`src/rtl/wb_pkg.sv`:
```
// rtl/wb_pkg.sv - shared types and constants for the register-file write-back arbiter
// Contents: register address width, register count, write-back request struct,
// and a helper that turns a register address into a one-hot register mask.
package wb_pkg;

  localparam int REG_ADDR_W = 5;
  localparam int NUM_REGS   = 32;
  localparam int WB_DATA_W  = 32;

  typedef logic [REG_ADDR_W-1:0] reg_addr_t;

  typedef struct packed {
    reg_addr_t              rd;
    logic [WB_DATA_W-1:0]   data;
  } wb_req_t;

  // One-hot mask with only bit r set.
  function automatic logic [NUM_REGS-1:0] reg_bit(input reg_addr_t r);
    logic [NUM_REGS-1:0] m;
    m    = '0;
    m[r] = 1'b1;
    return m;
  endfunction

endpackage

```
`src/rtl/rr_arbiter.sv`:
```
// rtl/rr_arbiter.sv - combinational round-robin arbiter
// Ports:
//   req   in  N   request vector
//   ptr   in  PW  index with highest priority this cycle (must be < N)
//   grant out N   one-hot grant, zero when no request
//   idx   out PW  index of the granted requester (0 when none)
//   any   out 1   some requester was granted
// The pointer register lives in the parent; this block has no state.
module rr_arbiter #(
  parameter int N  = 3,
  parameter int PW = (N > 1) ? $clog2(N) : 1
) (
  input  logic [N-1:0]  req,
  input  logic [PW-1:0] ptr,
  output logic [N-1:0]  grant,
  output logic [PW-1:0] idx,
  output logic          any
);

  // Walk the N candidates starting at ptr, wrapping at N; first hit wins.
  always_comb begin
    int j;
    j     = 0;
    grant = '0;
    idx   = '0;
    any   = 1'b0;
    for (int k = 0; k < N; k++) begin
      j = int'(ptr) + k;
      if (j >= N) begin
        j = j - N;
      end
      if (!any && req[j]) begin
        any      = 1'b1;
        grant[j] = 1'b1;
        idx      = PW'(j);
      end
    end
  end

endmodule

```
`src/rtl/regfile_wb_arbiter.sv`:
```
// rtl/regfile_wb_arbiter.sv - round-robin sharing of the register-file write port
// Ports:
//   clk, rst                 clock; asynchronous active-low reset
//   req_valid/rd/data        NREQ write-back requesters (slice i per requester)
//   req_ready                one-hot grant, transfer when valid & ready
//   rf_we/rf_rw/rf_din       registered write stage toward the register file
//   inflight                 bit r: write to r granted, not yet committed
//   grant_cnt                wrapping count of accepted transfers (x0 included)
// Optional macro WB_BYPASS_EN adds byp_ra/byp_rb/byp_r1/byp_r2 inputs and
// byp_o1/byp_o2 outputs that forward the staged write to register-file readers.
module regfile_wb_arbiter
  import wb_pkg::*;
#(
  parameter int WIDTH = 32,
  parameter int NREQ  = 3
) (
  input  logic                       clk,
  input  logic                       rst,
  input  logic [NREQ-1:0]            req_valid,
  input  logic [NREQ*REG_ADDR_W-1:0] req_rd,
  input  logic [NREQ*WIDTH-1:0]      req_data,
  output logic [NREQ-1:0]            req_ready,
  output logic                       rf_we,
  output logic [REG_ADDR_W-1:0]      rf_rw,
  output logic [WIDTH-1:0]           rf_din,
  output logic [NUM_REGS-1:0]        inflight,
  output logic [15:0]                grant_cnt
`ifdef WB_BYPASS_EN
  ,
  input  logic [REG_ADDR_W-1:0]      byp_ra,
  input  logic [REG_ADDR_W-1:0]      byp_rb,
  input  logic [WIDTH-1:0]           byp_r1,
  input  logic [WIDTH-1:0]           byp_r2,
  output logic [WIDTH-1:0]           byp_o1,
  output logic [WIDTH-1:0]           byp_o2
`endif
);

  localparam int             PW   = $clog2(NREQ);
  localparam logic [PW-1:0]  LAST = PW'(NREQ - 1);

  logic [PW-1:0]        rr_ptr_q, rr_ptr_d;
  logic                 rf_we_q, rf_we_d;
  reg_addr_t            rf_rw_q, rf_rw_d;
  logic [WIDTH-1:0]     rf_din_q, rf_din_d;
  logic [NUM_REGS-1:0]  inflight_q, inflight_d;
  logic [15:0]          grant_cnt_q, grant_cnt_d;

  logic [NREQ-1:0]      grant;
  logic [PW-1:0]        grant_idx;
  logic                 grant_any;
  logic                 accept;
  reg_addr_t            sel_rd;
  logic [WIDTH-1:0]     sel_data;

  rr_arbiter #(
    .N  (NREQ),
    .PW (PW)
  ) u_rr_arbiter (
    .req   (req_valid),
    .ptr   (rr_ptr_q),
    .grant (grant),
    .idx   (grant_idx),
    .any   (grant_any)
  );

  // No handshake may complete while reset is asserted, even with valids high.
  assign req_ready = grant & {NREQ{rst}};
  assign accept    = grant_any & rst;

  // Grant is one-hot, so OR-ing the gated slices selects the winner.
  always_comb begin
    sel_rd   = '0;
    sel_data = '0;
    for (int i = 0; i < NREQ; i++) begin
      if (grant[i]) begin
        sel_rd   = sel_rd   | req_rd[i*REG_ADDR_W +: REG_ADDR_W];
        sel_data = sel_data | req_data[i*WIDTH +: WIDTH];
      end
    end
  end

  always_comb begin
    rr_ptr_d    = rr_ptr_q;
    rf_we_d     = 1'b0;
    rf_rw_d     = rf_rw_q;
    rf_din_d    = rf_din_q;
    grant_cnt_d = grant_cnt_q;
    inflight_d  = inflight_q;

    // Commit: the register file writes rf_rw at this edge.
    if (rf_we_q) begin
      inflight_d = inflight_d & ~reg_bit(rf_rw_q);
    end

    if (accept) begin
      rr_ptr_d    = (grant_idx == LAST) ? '0 : grant_idx + PW'(1);
      rf_we_d     = (sel_rd != '0);
      rf_rw_d     = sel_rd;
      rf_din_d    = sel_data;
      grant_cnt_d = grant_cnt_q + 16'd1;
      // Applied after the clear so a new write to the same register keeps its bit.
      if (sel_rd != '0) begin
        inflight_d = inflight_d | reg_bit(sel_rd);
      end
    end
  end

  always_ff @(posedge clk or negedge rst) begin
    if (!rst) begin
      rr_ptr_q    <= '0;
      rf_we_q     <= 1'b0;
      rf_rw_q     <= '0;
      rf_din_q    <= '0;
      inflight_q  <= '0;
      grant_cnt_q <= '0;
    end else begin
      rr_ptr_q    <= rr_ptr_d;
      rf_we_q     <= rf_we_d;
      rf_rw_q     <= rf_rw_d;
      rf_din_q    <= rf_din_d;
      inflight_q  <= inflight_d;
      grant_cnt_q <= grant_cnt_d;
    end
  end

  assign rf_we     = rf_we_q;
  assign rf_rw     = rf_rw_q;
  assign rf_din    = rf_din_q;
  assign inflight  = inflight_q;
  assign grant_cnt = grant_cnt_q;

`ifdef WB_BYPASS_EN
  // Readers sampling the register file in the commit cycle would see stale data;
  // forward the staged write instead. x0 is never forwarded.
  logic hit_a;
  logic hit_b;

  assign hit_a  = rf_we_q && (byp_ra == rf_rw_q) && (rf_rw_q != '0);
  assign hit_b  = rf_we_q && (byp_rb == rf_rw_q) && (rf_rw_q != '0);
  assign byp_o1 = hit_a ? rf_din_q : byp_r1;
  assign byp_o2 = hit_b ? rf_din_q : byp_r2;
`endif

endmodule

```
`config.mk`:
```
export PLATFORM = sky130hd
export DESIGN_NAME = regfile_wb_arbiter
export DESIGN_NICKNAME = d
export VERILOG_FILES = /design/src/rtl/wb_pkg.sv /design/src/rtl/rr_arbiter.sv /design/src/rtl/regfile_wb_arbiter.sv
export SDC_FILE = /design/constraint.sdc
export NUM_CORES = 1
export LEC_CHECK = 0
export CAP_MARGIN = 10
export CORE_MARGIN = 10
export CORE_UTILIZATION = 40
export DETAILED_ROUTE_END_ITERATION = 12
export GPL_TIMING_DRIVEN = 0
export PLACE_DENSITY = 0.88
export SETUP_SLACK_MARGIN = 0.2
export SLEW_MARGIN = 15
export SYNTH_ARGS = -nofsm -noshare
export SYNTH_HDL_FRONTEND = slang
export SYNTH_SLANG_ARGS = --single-unit
```
`constraint.sdc`:
```
create_clock -name clk -period 3.6 [get_ports clk]
set_input_delay 0.72 -clock clk [delete_from_list [all_inputs] [get_ports clk]]
set_output_delay 0.72 -clock clk [all_outputs]
set_load 0.1 [all_outputs]
```
# Word level (Yosys, flattened, before mapping)
# Index checks and enable logic that the tools add are counted.
classes:
  n_addsub: 7
  order_cmp: 13
  n_eq_ne: 1
  muxes: 42
  bitwise: 11
  n_reduce_logical: 10
ops:
  columns: ["cell", "n"]
  rows:
  - ["2-to-1 mux 32 bit", 9]
  - ["greater-or-equal comparator 32 x 1 -> 1 bit (second input constant)", 3]
  - ["< comparator 32 x 4 -> 1 bit (second input constant)", 3]
  - ["bitwise OR 32 bit", 3]
  - ["greater-or-equal comparator 32 x 3 -> 1 bit (second input constant)", 2]
  - ["subtractor 32 x 3 -> 32 bit (second input constant)", 2]
  - ["bitwise AND 32 bit", 1]
  - ["inverter 32 bit", 1]
  - ["adder 16 x 1 -> 16 bit (second input constant)", 1]
  - ["2-to-1 mux 1 bit", 15]
  - ["2-to-1 mux 5 bit", 3]
  - ["< comparator 5 x 6 -> 1 bit (second input constant)", 2]
  - ["demux 1 bit (select 5 bit)", 2]
  - ["greater-or-equal comparator 5 x 1 -> 1 bit (second input constant)", 2]
  - ["bitwise OR 5 bit", 2]
  - ["2-to-1 mux 3 bit", 3]
  - ["2-to-1 mux 2 bit", 4]
  - ["logical AND 1 bit", 7]
  - ["binary-select mux 1 bit (select 2 bit)", 3]
  - ["demux 1 bit (select 2 bit)", 3]
  - ["bitwise OR 3 bit", 2]
  - ["nonzero test 5 bit", 1]
  - ["adder 2 x 1 -> 3 bit (second input constant)", 1]
  - ["adder 2 x 2 -> 3 bit (second input constant)", 1]
  - ["7 further kinds", 8]
totals:
  register_bits: 88
  elab_cells: 90

# Logic depth before layout (Yosys ltp)
logic_depth:
  depth_word: 24
  depth_mapped: 11

# Hierarchy
# Synthesis repeated with hierarchy kept, for this count alone.
unflattened:
  cells_unflattened: 416
  hier_area_um2: 4195.3
by_module_without_submodules:
  columns: ["mod", "instances", "cells_per_inst", "area_per_inst_um2", "seq_area_each_um2"]
  rows:
  - ["regfile_wb_arbiter", 1, 369, 3833.7, 2202.1]
  - ["rr_arbiter", 1, 47, 361.6, 0.0]

# Least setup slack after synthesis
# OpenSTA, ideal clock, no wires.
synth_path:
  path_type: "flip-flop to output port"
  startpoint: "reg rr_ptr_q[1]"
  endpoint: "out req_ready[0]"
  t_arrival_ns: 3.039
  required_ns: 2.880
  slack_ns: -0.159
  path_stages_with_launch: 10
  n_path_buf: 2
  cell_sequence: "dfrtp_1 inv_1 ha_1 mux2_2 nor3_1 a22oi_1 a31oi_1 clkbuf_1 clkbuf_1 and2_1"
synth_between:
  elab_chain_cells: 13
synth_rtl:
  columns: ["item", "line", "source"]
  rows:
  - ["start: declaration", "regfile_wb_arbiter.sv:42", "logic [PW-1:0] rr_ptr_q, rr_ptr_d;"]
  - ["start signal: assignment", "regfile_wb_arbiter.sv:118", "rr_ptr_q <= rr_ptr_d;"]
  - ["branches (longest 11 deep; another with subtractor 32 x 3 -> 32 bit)", null, null]
  - ["2-to-1 mux 3 bit *", "rr_arbiter.sv:32", "if (!any && req[j]) begin"]
  - ["bitwise AND 3 bit *", "regfile_wb_arbiter.sv:68", "assign req_ready = grant & {NREQ{rst}};"]
  - ["end: declaration", "regfile_wb_arbiter.sv:22", "output logic [NREQ-1:0] req_ready,"]
# Mark *: on every way between the ends. The select of a mux whose other input is x is not followed.

# Worst setup path in the final report
layout_path:
  startpoint: "in req_valid[1]"
  endpoint: "out req_ready[2]"
layout_between:
  elab_chain_cells: 11
layout_rtl:
  columns: ["item", "line", "source"]
  rows:
  - ["start: declaration", "regfile_wb_arbiter.sv:19", "input logic [NREQ-1:0] req_valid,"]
  - ["binary-select mux 1 bit (select 2 bit)", "rr_arbiter.sv:32", null]
  - ["2-to-1 mux 1 bit (not written as such) (2 in series)", "rr_arbiter.sv:32", null]
  - ["2-to-1 mux 1 bit", "rr_arbiter.sv:32", null]
  - ["logical NOT 1 bit", "rr_arbiter.sv:32", null]
  - ["logical AND 1 bit", "rr_arbiter.sv:32", null]
  - ["2-to-1 mux 1 bit", "rr_arbiter.sv:32", null]
  - ["logical NOT 1 bit", "rr_arbiter.sv:32", null]
  - ["logical AND 1 bit", "rr_arbiter.sv:32", null]
  - ["2-to-1 mux 3 bit *", "rr_arbiter.sv:32", null]
  - ["bitwise AND 3 bit *", "regfile_wb_arbiter.sv:68", null]
# Mark *: on every way between the ends. The rest lies on a longest branch, timed or not. The select of a mux whose other input is x is not followed.

==> qor.yml <==
tightest_slew_ns: 1.03
maxCapViolCount: 0
timing.final.ws_setup_ns: 0.154
synthTopCellsByArea: "dfrtp_1 (50%), o21ai_0 (9.9%), a222oi_1 (8.3%)"
antenna_left: 0
critical_path_buf_inv_count: 4
portBuffers: 204
rows: 38
numCtsBuffers: 9
synthesis.nets: 559
synthToLayoutAreaGrowth_pct: 61.8
drive_gt1_frac: 0.102
nFillCells: 856
syn_avg_cell_area_um2: 9.96
hpwl_um: 13300
layout.cells.non_filler: 807
synth_ff_type: "dfrtp_1"
wl_per_cell_um: 21.2
finalNetCount: 783
crit_chain: "dlygate4sd2_1 -> nand2b_4 -> mux2_4 -> a221oi_4 -> nor2_2 -> buf_6 -> buf_4 -> and2_2 -> buf_6"
ys_ff_latch: 88
ys_async_sr_fraction: 1.00
grt_pass1_wl_um: 26500
drtIter0Drc: 413
clock_path_buffers: 2
grt_max_degree: 55
slew_headroom: 0.309
setup_viol: 0
rsz0062_at_grt: "yes"
cts_max_level: 3
path_clk_slew_ns: 0.10
crit_path_frequent_cell: "buf_6"
wl_met3_um: 1930
max_freq_mhz: 290
crit_family: "buffers and inverters"
hold_path.class: "input pin to async pin"
synth_edf_count: 0
dp.cells: 783
cts_tree: "yes"
clkSinkCount: 88
ys_types: 55
crit_fanout: 10
yosysTopAreaCellShare: 0.505
fp.dieW_um: 124
fin_crit_ns: 3.45
rr_startpoint: "rr_ptr_q[1]"
synth_area_mm2: 0.00436
final_common_cell: "clkdlybuf4s50_1"
drtPass1Iterations: 5
cp-startpoint: "req_valid[1]"
critPathMaxStageDelay_ns: 0.42
cp_data_arrival_time_ns: 2.73
syn_inst: 438
clk_latency_ns: 0.38
route.met2.wl_um: 8620
crit_slowest_cell: "dlygate4sd2_1"
placed_area_mm2: 0.00661
yosys.area.top_type: "dfrtp_1"
fin_skew_ns: 0.0117
first_global_vias: 4966
track_usage: 0.207
drc_errors: 0
critical_path.startpoint_type: "input pin"
hold_violations: 0
path_class: "input pin to primary output"
top_layer: "met4"
vias: 4689
final_max_slew_viol_count: 0
gp_congestion: 0.941
pin_count: 205
core_area_mm2: 0.0107
vias_per_cell: 5.81
routed_wl_um: 17100
synth-seq-area-share: 0.505
gr-total-overflow: 0
status: "completed"
clock-root-buffer: "clkbuf_8"
yosys_warnings: 0
postLayoutCellArea_mm2: 0.00706
layout_common_cells: "clkdlybuf4s50_1 (197), dfrtp_1 (87), o21ai_0 (85), nand2_1 (52), a222oi_1 (36)"
fin_crit_sh: 0.957
diodes: 0
start_util: 0.406
post-place-ws_ns: -1.89
die_h_um: 124
antenna_found_initial: 0
m1WireLength_um: 6190
die-area_mm2: 0.0155
critPathCaptureType: "primary output"
required_ns: 2.88
holdBufCountCts: 0
==> cell type report <==
| cell class | instances | area [um^2] | area share |
|---|---|---|---|
| Clock inverter | 7 | 86.3 | 0.0122 |
| Buffer | 29 | 169 | 0.0239 |
| Multi-Input combinational cell | 314 | 2130 | 0.302 |
| Inverter | 7 | 26.3 | 0.00372 |
| Sequential cell | 88 | 2200 | 0.312 |
| Timing Repair Buffer | 213 | 2140 | 0.304 |
| Clock buffer | 9 | 124 | 0.0175 |
| Tap cell | 140 | 175 | 0.0248 |
==> timing repair <==
item                                    4_1_cts  5_1_grt
setup buffers                                 6        2
pin swaps                                     2        5
resized for setup                            57       21
endpoints found under the setup margin       50       24
==> metal layers <==
| metal | vias to the layer above | global-route usage |
|---|---|---|
| li1 | 2128 | - |
| met1 | 2252 | 0.218 |
| met2 | 275 | 0.364 |
| met3 | 34 | 0.0872 |
| met4 | 0 | 0.0658 |
| met5 | - | 0 |
==> cells in the mapped netlist, types with 2 or more instances <==
cell       n
dfrtp_1   88
o21ai_0   86
nand2_1   52
a222oi_1  36
clkbuf_1  25
nand3_1   13
o31ai_1   12
xnor2_1   12
nor2_1     9
o21ai_1    9
nand3b_1   8
inv_1      7
a22oi_1    5
ha_1       5
a21oi_1    4
and2_1     4
and3_1     4
nand2b_1   4
nor2b_1    4
o21a_1     4
o221ai_1   3
xor2_1     3
a31o_1     2
buf_2      2
mux2_2     2
nand4_1    2
nand4b_1   2
nor4_1     2
or3b_2     2
or4b_1     2
==> final timing paths <==
| kind | end | slack, ns | cells after the start |
|---|---|---|---|
| max | req_ready[2] | 0.15 | 9 |
| min | grant_cnt[5] | 0.30 | 1 |
| max reg2reg | inflight[23] | 0.33 | 10 |
| min reg2reg | rf_din[7] | 0.49 | 2 |
| max in group asynchronous | grant_cnt[10] | 2.63 | 2 |
| min in group clk | rf_din[7] | 0.49 | 2 |
==> worst register-to-register path: cells and delay by family (launching register included) <==
| family | cells | cell delay, ns |
|---|---|---|
| AO/OA/AOI/OAI | 5 | 1.47 |
| AND/OR/NAND/NOR | 2 | 0.68 |
| flip-flops | 1 | 0.40 |
| buffers and inverters | 2 | 0.35 |
| adder cells (fa/ha/maj) | 1 | 0.32 |
==> registers in the layout (all words and copies together) (netlist names) <==
| name | cells |
|---|---|
| grant_cnt | 16 |
| rf_din | 32 |
| rf_we | 1 |
| rf_rw | 5 |
| rr_ptr_q | 2 |
| inflight | 32 |
==> stage by stage <==
stage | setup TNS, ns | utilization | hold slack [ns]
final | 0 | 0.657 | 0.304
after global routing | 0 | 0.657 | 0.326
after CTS | 0 | 0.651 | 0.316
after detailed placement | -19.63 | 0.615 | 0.469
after global placement | -345.53 | 0.613 | 0.459
after floorplan | 0 | - | 0.424
==> kinds of logic after synthesis <==
| logic type | after synthesis | share of synthesized area |
|---|---|---|
| adders and majority gates | 5 | 0.0143 |
| and+or+nand+nor | 117 | 0.140 |
| buffers and inverters | 36 | 0.0333 |
| muxes | 4 | 0.0109 |
| DFF | 88 | 0.505 |
| AOI/OAI and AO/OA | 173 | 0.267 |
| xor gates and xnor gates | 15 | 0.0301 |
Power is not shown: default switching activity piles up to over one toggle a cycle in this logic, so the estimate is an artifact.
